==> src/rtl/traffic_pkg.sv <==
// Shared types and constants for the two-road traffic light controller.
package traffic_pkg;

  typedef enum logic [2:0] {
    S_MAIN_G  = 3'd0,
    S_MAIN_Y  = 3'd1,
    S_RED_M2S = 3'd2,
    S_SIDE_G  = 3'd3,
    S_SIDE_Y  = 3'd4,
    S_RED_S2M = 3'd5
  } state_e;

  localparam logic [2:0] LAMP_RED = 3'b100;
  localparam logic [2:0] LAMP_YEL = 3'b010;
  localparam logic [2:0] LAMP_GRN = 3'b001;

  function automatic int unsigned max4(input int unsigned a, input int unsigned b,
                                       input int unsigned c, input int unsigned d);
    int unsigned m;
    m = a;
    if (b > m) m = b; else m = m;
    if (c > m) m = c; else m = m;
    if (d > m) m = d; else m = m;
    return m;
  endfunction

  // Returns {main_lamp, side_lamp}; any state other than a road's own green/yellow shows red.
  function automatic logic [5:0] lamp_decode(input state_e s);
    logic [5:0] l;
    case (s)
      S_MAIN_G: l = {LAMP_GRN, LAMP_RED};
      S_MAIN_Y: l = {LAMP_YEL, LAMP_RED};
      S_SIDE_G: l = {LAMP_RED, LAMP_GRN};
      S_SIDE_Y: l = {LAMP_RED, LAMP_YEL};
      default:  l = {LAMP_RED, LAMP_RED};
    endcase
    return l;
  endfunction

endpackage

==> src/rtl/traffic_light_ctrl_tick_gen.sv <==
// Tick prescaler: one-cycle tick every TICK_DIV clocks, in the cycle the count is TICK_DIV-1.
module tick_gen #(
  parameter int unsigned TICK_DIV = 100_000_000
) (
  input  logic clk,
  input  logic reset,
  output logic tick
);

  localparam int unsigned CW = $clog2(TICK_DIV);

  logic [CW-1:0] cnt_q, cnt_d;
  logic          tick_q;

  // Next prescaler count, wrapping at TICK_DIV-1.
  always_comb begin
    if (cnt_q == CW'(TICK_DIV - 1)) begin
      cnt_d = '0;
    end else begin
      cnt_d = cnt_q + CW'(1);
    end
  end

  // Prescaler flops; tick is registered from the next count so it aligns with cnt_q.
  always_ff @(posedge clk or posedge reset) begin
    if (reset) begin
      cnt_q  <= '0;
      tick_q <= 1'b0;
    end else begin
      cnt_q  <= cnt_d;
      tick_q <= (cnt_d == CW'(TICK_DIV - 1));
    end
  end

  assign tick = tick_q;

endmodule

==> src/rtl/traffic_light_ctrl.sv <==
// Main/side road sequencing FSM with dwell timer, pedestrian latch and lamp drive.
module traffic_light_ctrl
  import traffic_pkg::*;
#(
  parameter int unsigned TICK_DIV   = 100_000_000,
  parameter int unsigned MIN_MAIN_G = 20,
  parameter int unsigned SIDE_G     = 10,
  parameter int unsigned YEL        = 3,
  parameter int unsigned RED_CLR    = 1
) (
  input  logic       clk,
  input  logic       reset,
  input  logic       side_car,
  input  logic       ped_req,
  output logic [2:0] main_light,
  output logic [2:0] side_light,
  output logic       walk,
  output logic [2:0] state
);

  localparam int unsigned TW = $clog2(max4(MIN_MAIN_G, SIDE_G, YEL, RED_CLR) + 1);

  logic          tick;
  state_e        state_q, state_d;
  logic [TW-1:0] timer_q, timer_d;
  logic          ped_pending_q, ped_pending_d;
  logic          walk_en_q, walk_en_d;
  logic [5:0]    lamps_q, lamps_d;
  logic          walk_q, walk_d;

  tick_gen #(.TICK_DIV(TICK_DIV)) u_tick_gen (
    .clk   (clk),
    .reset (reset),
    .tick  (tick)
  );

  // Next-state, timer and pedestrian latch logic; lamps decoded from the next state.
  always_comb begin
    state_d       = state_q;
    timer_d       = timer_q;
    ped_pending_d = ped_pending_q | ped_req;
    walk_en_d     = walk_en_q;
    if (tick) begin
      timer_d = timer_q + TW'(1);
      case (state_q)
        S_MAIN_G: begin
          if (timer_q == TW'(MIN_MAIN_G - 1)) begin
            timer_d = timer_q;
            if (side_car | ped_pending_q) begin
              state_d = S_MAIN_Y;
              timer_d = '0;
            end else begin
              state_d = S_MAIN_G;
            end
          end else begin
            state_d = S_MAIN_G;
          end
        end
        S_MAIN_Y: begin
          if (timer_q == TW'(YEL - 1)) begin
            state_d = S_RED_M2S;
            timer_d = '0;
          end else begin
            state_d = S_MAIN_Y;
          end
        end
        S_RED_M2S: begin
          // A request in the very cycle of the handover still joins this walk.
          if (timer_q == TW'(RED_CLR - 1)) begin
            state_d       = S_SIDE_G;
            timer_d       = '0;
            walk_en_d     = ped_pending_q | ped_req;
            ped_pending_d = 1'b0;
          end else begin
            state_d = S_RED_M2S;
          end
        end
        S_SIDE_G: begin
          if (timer_q == TW'(SIDE_G - 1)) begin
            state_d   = S_SIDE_Y;
            timer_d   = '0;
            walk_en_d = 1'b0;
          end else begin
            state_d = S_SIDE_G;
          end
        end
        S_SIDE_Y: begin
          if (timer_q == TW'(YEL - 1)) begin
            state_d = S_RED_S2M;
            timer_d = '0;
          end else begin
            state_d = S_SIDE_Y;
          end
        end
        S_RED_S2M: begin
          if (timer_q == TW'(RED_CLR - 1)) begin
            state_d = S_MAIN_G;
            timer_d = '0;
          end else begin
            state_d = S_RED_S2M;
          end
        end
        default: begin
          state_d = S_MAIN_G;
          timer_d = '0;
        end
      endcase
    end else begin
      timer_d = timer_q;
    end
    lamps_d = lamp_decode(state_d);
    walk_d  = (state_d == S_SIDE_G) & walk_en_d;
  end

  // All controller state plus output registers that update together with the state.
  always_ff @(posedge clk or posedge reset) begin
    if (reset) begin
      state_q       <= S_MAIN_G;
      timer_q       <= '0;
      ped_pending_q <= 1'b0;
      walk_en_q     <= 1'b0;
      lamps_q       <= {LAMP_GRN, LAMP_RED};
      walk_q        <= 1'b0;
    end else begin
      state_q       <= state_d;
      timer_q       <= timer_d;
      ped_pending_q <= ped_pending_d;
      walk_en_q     <= walk_en_d;
      lamps_q       <= lamps_d;
      walk_q        <= walk_d;
    end
  end

  assign main_light = lamps_q[5:3];
  assign side_light = lamps_q[2:0];
  assign walk       = walk_q;
  assign state      = state_q;

endmodule

==> config.mk <==
export PLATFORM = sky130hd
export DESIGN_NAME = traffic_light_ctrl
export DESIGN_NICKNAME = d
export VERILOG_FILES = /design/src/rtl/traffic_pkg.sv /design/src/rtl/traffic_light_ctrl_tick_gen.sv /design/src/rtl/traffic_light_ctrl.sv
export SDC_FILE = /design/constraint.sdc
export NUM_CORES = 1
export LEC_CHECK = 0
export CELL_PAD_IN_SITES_DETAIL_PLACEMENT = 1
export CELL_PAD_IN_SITES_GLOBAL_PLACEMENT = 1
export CORE_AREA = 5 5 73 89
export DETAILED_ROUTE_END_ITERATION = 12
export DIE_AREA = 0 0 78 94
export PLACE_DENSITY = 0.89
export SLEW_MARGIN = 25
export SYNTH_ARGS = -nofsm -noshare
export SYNTH_HDL_FRONTEND = slang
export SYNTH_SLANG_ARGS = --single-unit
==> constraint.sdc <==
create_clock -name clk -period 2.9 [get_ports clk]
set_clock_uncertainty 0.15 [all_clocks]
set_input_delay 0.58 -clock clk [delete_from_list [all_inputs] [get_ports clk]]
set_output_delay 0.58 -clock clk [all_outputs]
set_load 0.01 [all_outputs]
==> metrics.md <==
| Metric | Value |
|---|---|
| Cell mode on critical path | nand4_1 |
| Critical path launch point | u_tick_gen.cnt_q[0] |
| Yosys reg bits | 45 |
| Core area | 0.00552 sq mm |
| Max incr delay on CP | 0.53 ns |
| DIE HEIGHT | 94 um |
| Clk sink count | 45 |
| R2r setup slk | 0.27 ns |
| F_max | 381 MHz |
| FILL cells | 651 |
| Worst hold path class | flop to flop |
| Clock Tree Buf Depth | 2 |
| # hold bufs at CTS | 0 |
| Crit path depth | 7 |
| ANT nets after route | 0 |
| Port bufs | 13 |
| Part of the cycle the worst path needs | 90.5% |
| Post-synth EDFFs | 0 |
| Startpoint types | flop |
| Post-Route Utilization | 50.2% |
| Area post-placement | 0.00268 sq mm |
| Worst hold start | u_tick_gen.cnt_q[25] |
| Register area share after synthesis | 45.6% |
| Area contributors post-synth | dfrtp_1 43%, xor2_1 5.7%, nor2_1 5.3%, nand2_1 3.5%, xnor2_1 3.2% |
| Synth Flop Type | dfrtp_1 |
| Pins Over Slew Limit | 0 |
| Initial antenna violation count | 0 |
| Grt ovf | 0 |
| # rows | 30 |
| Layout cells sized above 1 | 9.82% |
| First-pass GRT wire length | 10000 um |
| Mean Syn Cell Area | 9.49 sq um |
| Num ports | 14 |
| Worst Reg-to-Reg Cells | 7 |
| Critical path class | flop to flop |
| Max Cap Viol | 0 |
| DR vias | 1927 |
| Critical-path cell list | ha_1 -> nand4_1 -> nor4_4 -> nand4_1 -> xor2_1 -> or4_1 -> nor4_2 |
| Syn_nets | 270 |
| Crit path capture | u_tick_gen.tick |
| Max FO, Critical Path | 6 |
| Switching share of total power | 23.3% |
| Synth area leader | dfrtp_1 |
| Nets | 283 |
| Largest net degree at the start of global routing | 46 |
| Net Switching | 245 uW |
| Seq. cell area | 0.00113 sq mm |
| Final setup vio count | 0 |
| WL final | 5750 um |
| R2R Path End | u_tick_gen.tick |
| Pwr dens | 379 mW/mm^2 |
| CTS root buffer | clkbuf_8 |
| Worst skew pair latency | 0.31 ns |
| Die ar. | 0.00733 sq mm |
| Endpoints failing hold | 0 |
| Pre-antenna DRT Iters | 6 |
| TritonCTS clock tree | built |
| Req. time, crit path | 2.97 ns |
| VDD IR max | 0.208 mV |
| Internal power | 806 uW |
| WP buf/inv | 0 |
| CTS clk-pin slew, worst paths | 0.09 ns |
| Total global-route track usage | 17.0% |
| P_leak | 0.00120 uW |
| Netlist cell types | 50 |
| Post-DP HPWL | 4280 um |
| Fin Setup TNS | 0 ns |
| Combinational share of power | 1.7% |
| Drt first-iter violations | 91 |
| Clock buffer count from CTS | 5 |
| Die Wd | 78 um |
| Pwr Total | 1050 uW |
| Area of the multi-input gates | 0.00126 sq mm |
| Final WS setup | 0.274 ns |
| Synthesized instance count | 261 |
| Relative slew slack | 52.9% |
| Min cycle time layout | 2.63 ns |
| Number of global-route vias before repair | 2103 |
| Sequential power share | 59.7% |
| Slowest CP cell | or4_1 |
| Antenna diodes | 0 |
| CP arrival | 2.69 ns |
| Starting Density | 44.9% |
| Per-cell routed wire length | 17.0 um |
| Pre-CTS setup slack | 0.280 ns |
| GP Congestion | 0.865 |
| H-tree depth | 2 |
| Worst-margin pin slew | 0.696 ns |
| CP Capture Type | flop |
| Area grow syn2layout | 11.8% |
| CP top delay family | simple AND/OR/NAND/NOR gates |
| R2r startpoint | u_tick_gen.cnt_q[0] |
| Resize count post-CTS | 0 |
| RSZ-0062 raised after global routing | no |
| DRC Markers | 0 |
| Post-synth top area share | 43.4% |
| Design Area, Final | 0.00277 sq mm |
| Status | complete, no violations |
| Ys Warns | 0 |
| Syn Std Cell Area | 0.00248 sq mm |
| Setup repair bufs after CTS | 0 |
| Async SR Flop Fraction | 100% |
| DR vias/cell | 5.68 |
| Clock power frac | 38.7% |
## per-layer routing
| layer | GRT usage, % | wire length (um) |
|---|---|---|
| met1 | 18.9 | 2330 |
| met2 | 32.2 | 3200 |
| met3 | 2.98 | 128 |
| met4 | 5.49 | 94 |
| met5 | 0 | 0 |
## synth_stat cells, drive strengths merged, types with 3 or more instances
| master | n |
|---|---|
| nand2 | 23 |
| and3 | 8 |
| nor2 | 35 |
| xor2 | 16 |
| dfrtp | 43 |
| a21oi | 9 |
| xnor2 | 9 |
| inv | 11 |
| nor4 | 3 |
| ha | 5 |
| nand4 | 8 |
| buf | 4 |
| a31oi | 3 |
| nor3b | 3 |
| nand3 | 13 |
| nor2b | 4 |
| nor3 | 9 |
| clkbuf | 8 |
| o21ai | 12 |
## area by class of cell
type	count	share of cell area, %
multi-input combinational	193	45.4
sequential	45	40.8
clock inverter	3	0.904
tap	64	2.89
inverter	11	1.49
timing repair buffer	18	6.06
clock buffer	5	2.49
## metrics by stage
stage	std cells	hold WS [ns]
4_1_cts	339	0.362
3_5_place_dp	331	0.347
2_1_floorplan	261	0.310
3_3_place_gp	331	0.334
6_report	339	0.364
5_1_grt	339	0.377
## layout by cell type, fill, tap and decap left out, drive strengths merged, types with 3 or more instances in the layout
cell / count
ha: 5
buf: 5
nand4: 8
clkbuf: 5
a21oi: 9
nor3b: 3
nand3: 13
nor4: 3
nand2: 23
dfrtp: 43
xnor2: 9
clkdlybuf4s50: 13
o21ai: 12
a31oi: 3
inv: 12
nor2b: 4
nor2: 35
and3: 8
nor3: 9
xor2: 16
## state kept, by name (all words and copies together), names as in the netlist
name / cells
u_tick_gen.tick: 1
u_tick_gen.cnt_q: 27
ped_pending_q: 1
state: 3
walk_en_q: 1
walk: 1
timer_q: 5
lamps_q: 6
## power groups by stage
stage               clock (uW)  sequential, uW  combinational, uW
CTS                        424             627               18.4
global placement             0             639               18.0
floorplan                    0             639               9.20
detailed placement           0             639               18.5
finish                     406             627               17.4
global route               451             627               20.8
## worst min path at each step
stage,to,slack (ns),cells after the start
5_1_grt,u_tick_gen.cnt_q[25],0.38,1
6_report,u_tick_gen.cnt_q[25],0.36,1
4_1_cts,u_tick_gen.cnt_q[25],0.36,1
3_5_place_dp,u_tick_gen.cnt_q[25],0.35,1
3_3_place_gp,u_tick_gen.cnt_q[25],0.33,1
2_1_floorplan,u_tick_gen.cnt_q[25],0.31,1
## kinds of logic (layout without fill, tap and decap cells)
kind of cell | Yosys count | in the layout | synth area share, %
flops | 45 | 45 | 45.6
compound gates | 36 | 36 | 9.04
buf+inv | 23 | 37 | 3.69
xor+xnor | 25 | 25 | 8.84
simple gates | 125 | 125 | 29.5
mux | 2 | 2 | 0.808
fa+ha+maj | 5 | 5 | 2.53
No activity file was read; power rests on OpenSTA's default activity.
